==> config.mk <==
export PLATFORM = sky130hd
export DESIGN_NAME = stream_demux
export DESIGN_NICKNAME = d
export VERILOG_FILES = /design/src/rtl/stream_demux_pkg.sv /design/src/rtl/demux_chan_fifo.sv /design/src/rtl/stream_demux.sv
export SDC_FILE = /design/constraint.sdc
export NUM_CORES = 1
export LEC_CHECK = 0
export BUFFER_PORTS_ARGS = -buffer_cell sky130_fd_sc_hd__buf_2
export CAP_MARGIN = 20
export CELL_PAD_IN_SITES_DETAIL_PLACEMENT = 1
export CELL_PAD_IN_SITES_GLOBAL_PLACEMENT = 2
export CORE_ASPECT_RATIO = 1.4
export CORE_MARGIN = 2
export CORE_UTILIZATION = 30
export CTS_CLUSTER_DIAMETER = 120
export DETAILED_ROUTE_END_ITERATION = 8
export PLACE_DENSITY = 0.66
export SYNTH_ARGS = -nofsm -noshare
export SYNTH_HDL_FRONTEND = slang
export SYNTH_SLANG_ARGS = --single-unit
==> constraint.sdc <==
create_clock -name clk -period 5.74 [get_ports clk]
set_input_delay 0.861 -clock clk [delete_from_list [all_inputs] [get_ports clk]]
set_output_delay 0.861 -clock clk [all_outputs]
set_load 0.02 [all_outputs]
==> src/rtl/stream_demux_pkg.sv <==
// Shared defaults and helpers for the stream demultiplexer and its channel FIFOs.
package stream_demux_pkg;

    localparam int unsigned DEF_DATA_W = 8;
    localparam int unsigned DEF_N_CH   = 4;
    localparam int unsigned DEF_SEL_W  = 3;
    localparam int unsigned DEF_DEPTH  = 2;
    localparam int unsigned DEF_CNT_W  = 16;

    // Ceiling log2; returns 0 for values of 0 or 1.
    function automatic int unsigned clog2(input int unsigned value);
        int unsigned v;
        clog2 = 0;
        v = (value > 0) ? value - 1 : 0;
        while (v != 0) begin
            clog2 = clog2 + 1;
            v = v >> 1;
        end
    endfunction

    // Occupancy count for a default-depth channel FIFO (holds 0..DEPTH).
    typedef logic [clog2(DEF_DEPTH):0] fifo_cnt_t;

endpackage

==> src/rtl/demux_chan_fifo.sv <==
// Per-channel FIFO: push when not full, pop on valid && ready, head word always visible.
module demux_chan_fifo
    import stream_demux_pkg::*;
#(
    parameter int unsigned DATA_W = DEF_DATA_W,
    parameter int unsigned DEPTH  = DEF_DEPTH
) (
    input  logic              clk,
    input  logic              rst,
    input  logic              push,
    input  logic [DATA_W-1:0] wr_data,
    output logic              full_c,
    input  logic              ready,
    output logic              valid_c,
    output logic [DATA_W-1:0] data_c
);

    localparam int unsigned PTR_W = clog2(DEPTH);
    localparam int unsigned CNT_W = PTR_W + 1;

    logic [DATA_W-1:0] mem [DEPTH];
    logic [PTR_W-1:0]  rd_ptr;
    logic [PTR_W-1:0]  wr_ptr;
    logic [CNT_W-1:0]  count;
    logic              do_push;
    logic              do_pop;

    // Full is taken from the registered count, so a full FIFO cannot take a word in the cycle it pops.
    assign full_c  = (count == CNT_W'(DEPTH));
    assign valid_c = (count != '0);
    assign data_c  = mem[rd_ptr];
    assign do_push = push & ~full_c;
    assign do_pop  = valid_c & ready;

    always_ff @(posedge clk or posedge rst) begin
        if (rst) begin
            for (int i = 0; i < int'(DEPTH); i++) begin
                mem[i] <= '0;
            end
            rd_ptr <= '0;
            wr_ptr <= '0;
            count  <= '0;
        end else begin
            if (do_push) begin
                mem[wr_ptr] <= wr_data;
                wr_ptr      <= wr_ptr + 1'b1;
            end
            if (do_pop) begin
                rd_ptr <= rd_ptr + 1'b1;
            end
            case ({do_push, do_pop})
                2'b10:   count <= count + 1'b1;
                2'b01:   count <= count - 1'b1;
                default: count <= count;
            endcase
        end
    end

endmodule

==> src/rtl/stream_demux.sv <==
// 1-to-N_CH stream demultiplexer: unicast by select, broadcast to all, invalid selects dropped and counted.
module stream_demux
    import stream_demux_pkg::*;
#(
    parameter int unsigned DATA_W = DEF_DATA_W,
    parameter int unsigned N_CH   = DEF_N_CH,
    parameter int unsigned SEL_W  = DEF_SEL_W,
    parameter int unsigned DEPTH  = DEF_DEPTH,
    parameter int unsigned CNT_W  = DEF_CNT_W
) (
    input  logic                   clk,
    input  logic                   rst,
    input  logic                   in_valid,
    output logic                   in_ready,
    input  logic [DATA_W-1:0]      in_data,
    input  logic [SEL_W-1:0]       in_sel,
    input  logic                   in_bcast,
    output logic [N_CH-1:0]        out_valid,
    input  logic [N_CH-1:0]        out_ready,
    output logic [N_CH*DATA_W-1:0] out_data,
    output logic                   drop_pulse,
    output logic [CNT_W-1:0]       drop_cnt
);

    logic [N_CH-1:0] sel_hit;
    logic [N_CH-1:0] full;
    logic [N_CH-1:0] push;
    logic            sel_ok;
    logic            sel_full;
    logic            any_full;
    logic            accept;
    logic            drop;

    // One-hot decode; selects at or above N_CH hit nothing and are treated as invalid.
    always_comb begin
        sel_hit = '0;
        for (int k = 0; k < int'(N_CH); k++) begin
            sel_hit[k] = (in_sel == SEL_W'(k));
        end
    end

    assign sel_ok   = |sel_hit;
    assign sel_full = |(sel_hit & full);
    assign any_full = |full;

    always_comb begin
        in_ready = 1'b1;
        if (in_bcast) begin
            in_ready = ~any_full;
        end else if (sel_ok) begin
            in_ready = ~sel_full;
        end
    end

    assign accept = in_valid & in_ready;
    assign drop   = accept & ~in_bcast & ~sel_ok;

    always_comb begin
        push = '0;
        if (accept) begin
            push = in_bcast ? {N_CH{1'b1}} : sel_hit;
        end
    end

    for (genvar gk = 0; gk < int'(N_CH); gk++) begin : g_chan
        demux_chan_fifo #(
            .DATA_W (DATA_W),
            .DEPTH  (DEPTH)
        ) u_fifo (
            .clk     (clk),
            .rst     (rst),
            .push    (push[gk]),
            .wr_data (in_data),
            .full_c  (full[gk]),
            .ready   (out_ready[gk]),
            .valid_c (out_valid[gk]),
            .data_c  (out_data[gk*DATA_W +: DATA_W])
        );
    end

    // Drop pulse and saturating drop counter.
    always_ff @(posedge clk or posedge rst) begin
        if (rst) begin
            drop_pulse <= 1'b0;
            drop_cnt   <= '0;
        end else begin
            drop_pulse <= drop;
            if (drop && (drop_cnt != {CNT_W{1'b1}})) begin
                drop_cnt <= drop_cnt + 1'b1;
            end
        end
    end

endmodule
==> impl_results.md, run 1 <==
- P per Cell Area: 585 nW/um2
- Clock Latency Late Sink: 0.34 ns
- Area Overhead vs Synth: 18.9%
- Nets: 429
- Post_cts resized: 0
- Number of buffers created by CTS: 9
- Largest net degree at the start of global routing: 81
- EDFF count, synth: 0
- Initial antenna violation count: 0
- Reg2reg path depth: 4
- Post-Synthesis Cells: 330
- Row count: 53
- Detailed Route WL: 10500 um
- Number of maximum-capacitance violations: 0
- Root buffer cell: clkbuf_16
- Async SR Flop Fraction: 1.00
- Mapped Area: 4610 um2
- Predominant post-synthesis flop cell: dfrtp_1
- Clock skew: 0.00689 ns
- Register area share after synthesis: 0.527
- Slew @ Worst Pin: 0.875 ns
- R2r endpoint: g_chan[3].u_fifo.mem[6]
- Share of layout cells above drive strength 1: 0.502
- RSZ-0062 raised after global routing: no
- Port Buffer Count: 72
- CP Launch Type: register
- CTS tree: built
- #FFs+latches synth: 97
- Final setup fails: 0
- Initial DRC count: 121
- Via count: 2867
- DRC: 0
- Ys Warns: 0
- Post-route cell area: 5480 um2
- GP Congestion: 0.744
- 1st-pass router iterations: 3
- Netlist cell types: 36
- FF-to-FF setup slack: 3.29 ns
- Core Region: 15100 um2
- Cts hold-fix bufs: 0
- First-pass GRT wire length: 17200 um
- Die X-Extent: 109 um
- Post-CTS Setup Inserts: 0
- RR Startpoint: g_chan[1].u_fifo.count[0]
- Post-route setup TNS: 0 ns
- Mean area per synthesized cell: 14.0 um2
- Die ar.: 16400 um2
- Top Ports: 73
- H-tree depth: 3
- Clock buffer depth: 2
- Status: finished clean
- Number of global-route vias before repair: 3250
- Total Routing Usage GR: 0.139
- Starting Density: 0.306
- Final period util: 0.513
- Final HPWL DP: 7530 um
- Routed Antenna Nets: 0
- Critical Path RT: 4.88 ns
- DP Area: 5150 um2
- Worst Hold Class: input port to asynchronous set/reset pin
- Final Slew Violations: 0
- Worst slew margin: 0.411
- Fmax: 340 MHz
- Final Critical Period: 2.95 ns
- DR vias/cell: 4.76
- Leakage Power: 2.44 nW
- N_diodes: 0
- Final hold vios: 0
- Clock slew at reported path FFs: 0.07 ns
- WL/cell: 17.4 um
- Critical path type: register to output pin
- CTS sink count: 97
- Die height: 151 um
- CP endpoint kind: output pin
- Syn Nets: 354
- Grt ovf: 0
- Filler cells: 1615
- CP arrival: 2.08 ns
- Worst-path maximum fanout: 13
- Peak VDD IR: 0.242 mV
area by class of cell:
cell class	count	area (um2)	share of cell area
clock inverters	5	55.1	0.0101
clock buffers	11	243	0.0443
flip-flops and latches	97	2430	0.443
multi-input cells	217	2090	0.382
well taps	192	240	0.0439
inverters	6	23.8	0.00434
repair buffers	74	395	0.0722
report_power, final:
part,internal (mW),switching [mW],leakage [nW]
logic,0.686,0.678,1.12
clock network,0.348,0.256,0.142
registers,0.993,0.243,1.17
placed cells by master (no fill, tap or decap), types with 6 or more instances in the layout:
cell / count
buf_2: 72
a21oi_1: 9
mux2_4: 8
xor2_1: 17
clkbuf_16: 9
xnor2_1: 13
nand3_1: 6
dfrtp_1: 97
nand2_1: 9
or2_2: 6
mux2_2: 90
nor2_1: 9
how the worst max path moves through the flow:
| stage | from | to | slack (ns) | depth (start not counted) |
|---|---|---|---|---|
| after CTS | g_chan[1].u_fifo.count[0] | in_ready | 2.76 | 4 |
| after floorplan | rst | drop_cnt[0] | 2.35 | 1 |
| after global routing | g_chan[0].u_fifo.count[0] | in_ready | 2.64 | 4 |
| final | g_chan[1].u_fifo.count[0] | in_ready | 2.79 | 4 |
| after global placement | in_bcast | in_ready | 2.88 | 5 |
| after detailed placement | in_bcast | in_ready | 2.87 | 5 |
critical path, cell delays in order (launching register included):
cell and delay [ns]:
dfrtp_1 0.42, or2b_2 0.36, a41oi_4 0.65, nor2_1 0.11, buf_2 0.19
flip-flops by register name, indices dropped and copies added, names as in the netlist:
| register | flops |
|---|---|
| g_chan.u_fifo.count | 8 |
| g_chan.u_fifo.rd_ptr | 4 |
| g_chan.u_fifo.mem | 64 |
| g_chan.u_fifo.wr_ptr | 4 |
| drop_pulse | 1 |
| drop_cnt | 16 |
synth_stat cells (4+ instances only):
| library cell | number | area, um2 |
|---|---|---|
| inv_1 | 6 | 22.5 |
| mux2_4 | 8 | 120 |
| nand2_1 | 9 | 33.8 |
| buf_4 | 5 | 37.5 |
| mux2_2 | 90 | 1010 |
| nor2_1 | 9 | 33.8 |
| or2_2 | 6 | 37.5 |
| clkbuf_1 | 4 | 15.0 |
| nor4_4 | 4 | 85.1 |
| xor2_1 | 17 | 149 |
| xnor2_1 | 13 | 114 |
| nand4_1 | 5 | 31.3 |
| or3_1 | 4 | 25.0 |
| dfrtp_1 | 97 | 2430 |
| a21oi_1 | 9 | 45.0 |
| and2_1 | 4 | 25.0 |
| ha_1 | 5 | 62.6 |
| nand3_1 | 6 | 30.0 |
layer usage:
metal | track usage | up-vias | share of wire
li1 | - | 1323 | -
met1 | 0.161 | 1472 | 0.42
met2 | 0.246 | 61 | 0.51
met3 | 0.0338 | 11 | 0.052
met4 | 0.0545 | 0 | 0.016
met5 | 0 | - | 0
cells by family (layout without fill, tap and decap cells):
| logic type | count (synthesis) | count (layout) | share of synthesized area |
|---|---|---|---|
| adder cells (fa/ha/maj) | 5 | 5 | 0.0136 |
| XOR/XNOR | 30 | 30 | 0.0570 |
| AND/OR/NAND/NOR | 63 | 63 | 0.102 |
| multiplexers | 99 | 99 | 0.251 |
| flip-flops | 97 | 97 | 0.527 |
| AO/OA/AOI/OAI | 20 | 20 | 0.0310 |
| buffers and inverters | 16 | 96 | 0.0187 |
metrics by stage:
stage | hold WS (ns) | instances | setup slack [ns] | total power, mW | utilization
2_1_floorplan | 0.447 | 330 | 2.35 | 2.26 | -
3_3_place_gp | 0.466 | 585 | 2.88 | 2.59 | 0.342
3_5_place_dp | 0.468 | 585 | 2.87 | 2.64 | 0.342
4_1_cts | 0.467 | 601 | 2.76 | 3.26 | 0.362
5_1_grt | 0.476 | 602 | 2.64 | 3.43 | 0.364
6_report | 0.463 | 602 | 2.79 | 3.20 | 0.364
Power figures use the tool's default switching activity.
==> inputs of run 2 (changes only) <==
==> constraint.sdc (replaced) <==
create_clock -name clk -period 2.9 [get_ports clk]
set_input_delay 0.435 -clock clk [delete_from_list [all_inputs] [get_ports clk]]
set_output_delay 0.435 -clock clk [all_outputs]
set_load 0.02 [all_outputs]
==> run 2 against run 1 <==
  * Global-route usage decreased by 0.16 points
  * Sequential share of layout area increased by 0.071 points
  * Flip-flop and latch count unchanged
  * First-iteration DRC count decreased by 46%
  * Cell count increased by 0.17%
  * Clock skew about the same
  * Die area unchanged
  * Clock power increased by 92%
  * Count of clock-buffer cells in the layout decreased by 1
  * Power increased by 97%
  * Sequential power increased by 98%
==> impl_results.md, run 2 (synthesis results as in run 1) <==
- Peak VDD IR: 0.476 mV (+97%)
- Critical path type: register to output pin
- First-pass GRT wire length: 17400 um (+0.88%)
- FF-to-FF setup slack: 0.61 ns (-2.68 ns)
- Clock skew: 0.00681 ns (-0.0000838 ns)
- Worst-path maximum fanout: 8 (-5)
- Final period util: 0.854
- Post-CTS Setup Inserts: 0 (unchanged)
- Slew @ Worst Pin: 0.693 ns (-0.182 ns)
- Biggest regs: g_chan.u_fifo.mem x64, drop_cnt x16, g_chan.u_fifo.count x8
- GP Congestion: 0.737 (-1.0%)
- Clock slew at reported path FFs: 0.07 ns (about the same)
- Leakage Power: 2.44 nW (about the same)
- Worst slew margin: 0.536 (+0.125)
- Clock Latency Late Sink: 0.34 ns (about the same)
- Initial DRC count: 65 (-46%)
- Final Critical Period: 2.48 ns
- Row count: 53 (unchanged)
- Area Overhead vs Synth: 18.7%
- Detailed Route WL: 10400 um (-0.91%)
- Final Slew Violations: 0 (unchanged)
- CP endpoint kind: output pin
- N_diodes: 0 (unchanged)
- CTS sink count: 97 (unchanged)
- CTS tree: built
- CP arrival: 2.04 ns (-0.04 ns)
- Share of layout cells above drive strength 1: 0.504 (+0.00121)
- Die ar.: 16400 um2 (unchanged)
- Most frequent cells in the layout: dfrtp_1, mux2_2, buf_2, xor2_1, xnor2_1
- CP Launch Type: register
- Largest register FFs: 64 (unchanged)
- Post-route setup TNS: 0 ns (unchanged)
- Commonest non-fill, non-tap cell in the layout: dfrtp_1
- Fmax: 404 MHz
- Reg2reg path depth: 7 (+3)
- Starting Density: 0.306 (unchanged)
- Cts hold-fix bufs: 0 (unchanged)
- Initial antenna violation count: 0 (unchanged)
- Worst Hold Class: input port to asynchronous set/reset pin
- Biggest register: g_chan.u_fifo.mem
- Core Region: 15100 um2 (unchanged)
- Cells after DPL: 587 (+0.34%)
- Final setup fails: 0 (unchanged)
- DRC: 0 (unchanged)
- Final hold vios: 0 (unchanged)
- Top Ports: 73 (unchanged)
- Number of global-route vias before repair: 3143 (-3.3%)
- Number of buffers created by CTS: 9 (unchanged)
- Final cell count without fillers: 603 (+0.17%)
- Port Buffer Count: 72 (unchanged)
- Grt ovf: 0 (unchanged)
- R2r endpoint: g_chan[2].u_fifo.count[1]
- Die height: 151 um (unchanged)
- Via count: 2826 (-1.4%)
- Root buffer cell: clkbuf_16
- RR Startpoint: g_chan[1].u_fifo.count[0]
- Clock buffer depth: 2 (unchanged)
- Number of maximum-capacitance violations: 0 (unchanged)
- Post_cts resized: 0 (unchanged)
- Critical Path RT: 2.47 ns (-2.41 ns)
- 1st-pass router iterations: 4 (+1)
- Die X-Extent: 109 um (unchanged)
- Status: finished clean
- Final hold slack: 0.134 ns (-0.329 ns)
- Layout Utilization: 0.363 (-0.000582)
- DR vias/cell: 4.69 (-1.6%)
- P per Cell Area: 1150 nW/um2 (+97%)
- Nets: 430 (+0.23%)
- H-tree depth: 3 (unchanged)
- WL/cell: 17.2 um (-1.1%)
- Routed Antenna Nets: 0 (unchanged)
- Total Routing Usage GR: 0.138 (-0.00164)
- Filler cells: 1615 (unchanged)
- Final HPWL DP: 7590 um (+0.87%)
- Largest net degree at the start of global routing: 77 (-4.9%)
- RSZ-0062 raised after global routing: no
-- run 2: cell count changes in the layout (fill, tap and decap cells not counted), sizes merged --
cell	change
buf	+1
bufinv	-1
clkbuf	-1
clkinvlp	-1
inv	+3
-- run 2: how the worst max path moves through the flow --
stage	end	slack (ns)	cells past startpoint	startpoint
floorplan	g_chan[0].u_fifo.count[1]	0.90	7	g_chan[1].u_fifo.count[0]
global placement	g_chan[0].u_fifo.count[1]	0.67	7	g_chan[0].u_fifo.count[0]
detailed placement	g_chan[0].u_fifo.count[1]	0.60	7	g_chan[0].u_fifo.count[0]
CTS	in_ready	0.39	5	g_chan[0].u_fifo.count[0]
global route	in_ready	0.34	5	g_chan[0].u_fifo.count[0]
finish	in_ready	0.42	5	g_chan[1].u_fifo.count[0]
-- run 2: final cells by class --
class	count	area (um2)	share of cell area
clock buffers	10	229	0.0419
repair buffers	75	395	0.0723
well taps	192	240	0.0439
clock inverters	6	57.6	0.0105
multi-input cells	217	2090	0.383
inverters	6	26.3	0.00480
flip-flops and latches	97	2430	0.444
-- run 2: routing by layer --
layer | vias to the layer above | global-route usage | wire length (um)
met4 | 0 | 0.0308 | 93
li1 | 1329 | - | -
met2 | 60 | 0.231 | 5110
met1 | 1430 | 0.181 | 4730
met5 | - | 0 | 0
met3 | 7 | 0.0307 | 453
-- run 2: through the flow --
| step | instance area, um2 | worst slack (ns) | power [mW] |
|---|---|---|---|
| after global placement | 5180 | 0.674 | 5.12 |
| after detailed placement | 5180 | 0.600 | 5.22 |
| after global routing | 5470 | 0.336 | 6.76 |
| after floorplan | 4610 | 0.902 | 4.48 |
| final | 5470 | 0.424 | 6.31 |
| after CTS | 5470 | 0.394 | 6.43 |
-- run 2: report_power, final --
part           total (mW)  switching, mW  internal [mW]
combinational        2.70           1.33           1.36
clock                1.16          0.557          0.603
sequential           2.45          0.484           1.96
total                6.31           2.38           3.93
-- run 2: critical path, stage by stage (launching register included) --
cell and delay, ns:
dfrtp_1 0.43, or2b_2 0.35, a41oi_4 0.40, buf_4 0.28, nor2_1 0.07, buf_2 0.17
==> inputs of run 3 (changes only) <==
--- a/config.mk
+++ b/config.mk
@@ -15,6 +15,7 @@
 export CTS_CLUSTER_DIAMETER = 120
 export DETAILED_ROUTE_END_ITERATION = 8
 export PLACE_DENSITY = 0.66
+export SLEW_MARGIN = 40
 export SYNTH_ARGS = -nofsm -noshare
 export SYNTH_HDL_FRONTEND = slang
 export SYNTH_SLANG_ARGS = --single-unit
==> constraint.sdc (replaced) <==
create_clock -name clk -period 2.4 [get_ports clk]
set_input_delay 0.36 -clock clk [delete_from_list [all_inputs] [get_ports clk]]
set_output_delay 0.36 -clock clk [all_outputs]
set_load 0.02 [all_outputs]
==> run 3 against run 2 <==
  * Sequential power up 21%
  * Final area is 1.5% higher
  * Global-route usage up 0.40 points
  * Sequential share of layout area down 0.64 points
  * Cell count up 1.7%
  * Hold slack better by 0.024 ns
  * Wire length up 3.4%
  * Clock skew rose by 0.0029 ns
  * Flip-flop and latch count unchanged
  * Power is 22% higher
  * Combinational power up 24%
  * Largest power group unchanged
  * Highest routed layer unchanged
==> impl_results.md, run 3 (synthesis results as in run 1) <==
- RSZ-0062 raised after global routing: no
- 1st-pass router iterations: 4 (unchanged)
- Most frequent cells in the layout: dfrtp_1, mux2_2, buf_2, xor2_1, xnor2_1
- Fmax: 437 MHz
- Die ar.: 16400 um2 (unchanged)
- Initial DRC count: 68 (+4.6%)
- Status: finished clean
- Crit-path cells: or2b_2 > mux4_2 > nor3_2 > nor2_1 > buf_2
- Critical path type: register to output pin
- Largest net degree at the start of global routing: 98 (+27%)
- Worst path max stage delay: 0.48 ns (+0.05 ns)
- Number of global-route vias before repair: 3239 (+3.1%)
- Layout Utilization: 0.369 (+0.00532)
- Slew @ Worst Pin: 0.631 ns (-0.0618 ns)
- Core Region: 15100 um2 (unchanged)
- GP Congestion: 0.698 (-5.2%)
- Final Critical Period: 2.29 ns
- Grt ovf: 0 (unchanged)
- CP Launch Type: register
- CTS sink count: 97 (unchanged)
- CP endpoint kind: output pin
- Clock Latency Late Sink: 0.34 ns (about the same)
- Commonest non-fill, non-tap cell in the layout: dfrtp_1
- Total Routing Usage GR: 0.142 (+0.00403)
- H-tree depth: 3 (unchanged)
- Cells after DPL: 595 (+1.4%)
- Number of buffers created by CTS: 9 (unchanged)
- Starting Density: 0.306 (unchanged)
- Final hold vios: 0 (unchanged)
- Worst slew margin: 0.578 (+0.0414)
- First-pass GRT wire length: 17800 um (+2.4%)
- P per Cell Area: 1390 nW/um2 (+21%)
- Nets: 440 (+2.3%)
- Cts hold-fix bufs: 0 (unchanged)
- Clock buffer depth: 2 (unchanged)
- RR Startpoint: g_chan[2].u_fifo.count[1]
- N_diodes: 0 (unchanged)
- Final hold slack: 0.157 ns (+0.0236 ns)
- Peak VDD IR: 0.666 mV (+40%)
- DRC: 0 (unchanged)
- Slowest cell on crit path: mux4_2
- Initial antenna violation count: 0 (unchanged)
- Leakage Power: 2.49 nW (+2.2%)
- Final cell count without fillers: 613 (+1.7%)
- Port Buffer Count: 72 (unchanged)
- Die height: 151 um (unchanged)
- Share of layout cells above drive strength 1: 0.518 (+0.0142)
- Number of maximum-capacitance violations: 0 (unchanged)
- CTS tree: built
- R2r endpoint: g_chan[2].u_fifo.mem[3]
- Biggest register: g_chan.u_fifo.mem
- Largest register FFs: 64 (unchanged)
- Clock skew: 0.00968 ns (+0.00288 ns)
- Top Ports: 73 (unchanged)
- Via count: 2936 (+3.9%)
- FF-to-FF setup slack: 0.23 ns (-0.38 ns)
- WL/cell: 17.5 um (+1.7%)
- DR vias/cell: 4.79 (+2.2%)
- Biggest regs: g_chan.u_fifo.mem x64, drop_cnt x16, g_chan.u_fifo.count x8
- Area Overhead vs Synth: 20.5%
- Final setup fails: 0 (unchanged)
- Post-route cell area: 5550 um2 (+1.5%)
- Die X-Extent: 109 um (unchanged)
- Detailed Route WL: 10700 um (+3.4%)
- Clock slew at reported path FFs: 0.07 ns (about the same)
- Final HPWL DP: 7740 um (+1.9%)
- DP Area: 5240 um2 (+1.2%)
- Routed Antenna Nets: 0 (unchanged)
- Root buffer cell: clkbuf_16
- Worst Hold Class: input port to asynchronous set/reset pin
- Worst-path maximum fanout: 4 (-4)
- Post-route setup TNS: 0 ns (unchanged)
- Critical Path RT: 2.04 ns (-0.43 ns)
- Final Slew Violations: 0 (unchanged)
- Final period util: 0.954
- CP arrival: 1.93 ns (-0.11 ns)
- Row count: 53 (unchanged)
- Reg2reg path depth: 5 (-2)
run 3: metrics by stage:
| step | total power, mW | worst slack (ns) |
|---|---|---|
| after floorplan | 5.41 | 0.402 |
| after global placement | 6.23 | 0.271 |
| after detailed placement | 6.37 | 0.203 |
| after CTS | 7.84 | 0.0498 |
| after global routing | 8.27 | 0.0317 |
| final | 7.72 | 0.110 |
run 3: routing by layer:
layer,vias up,part of all wire,routed length (um),track usage
met5,-,0,0,0
met4,0,0.010,107,0.0365
met3,9,0.037,398,0.0268
li1,1346,-,-,-
met2,64,0.52,5620,0.245
met1,1517,0.43,4620,0.181
run 3: cell type report:
type | count | area [um2]
Timing Repair Buffer | 85 | 470
Tap cell | 192 | 240
Fill cell | 1607 | 9500
Clock buffer | 10 | 229
Inverter | 6 | 26.3
Clock inverter | 6 | 57.6
Multi-Input combinational cell | 217 | 2100
Sequential cell | 97 | 2430
run 3: worst max path at each step:
stage                     slack [ns]                 startpoint  cells past startpoint                   endpoint
after floorplan                 0.40  g_chan[1].u_fifo.count[0]                      7  g_chan[0].u_fifo.count[1]
after global placement          0.27  g_chan[2].u_fifo.count[1]                      5    g_chan[2].u_fifo.mem[1]
after detailed placement        0.20  g_chan[2].u_fifo.count[1]                      5    g_chan[2].u_fifo.mem[2]
after CTS                       0.05  g_chan[3].u_fifo.count[0]                      5                   in_ready
after global routing            0.03  g_chan[3].u_fifo.count[0]                      5                   in_ready
final                           0.11  g_chan[0].u_fifo.count[0]                      5                   in_ready
run 3: power by group:
group	total, mW	leakage (nW)	internal [mW]	switching (mW)
clock	1.41	0.141	0.731	0.683
combinational	3.35	1.18	1.70	1.65
sequential	2.96	1.17	2.37	0.582
total	7.72	2.49	4.81	2.91
run 3: repair_timing:
| action | in CTS | in global routing |
|---|---|---|
| endpoints found under the setup margin | 0 | 1 |
| buffers inserted | 0 | 2 |
| hold endpoints to repair | 0 | 0 |
| gates resized for setup | 0 | 1 |
run 3: worst max-delay path: cells and delay by family, from the launching register on:
kind                   cells  cell delay (ns)
and+or+nand+nor            3             0.52
muxes                      1             0.48
DFF                        1             0.42
buffers and inverters      1             0.17
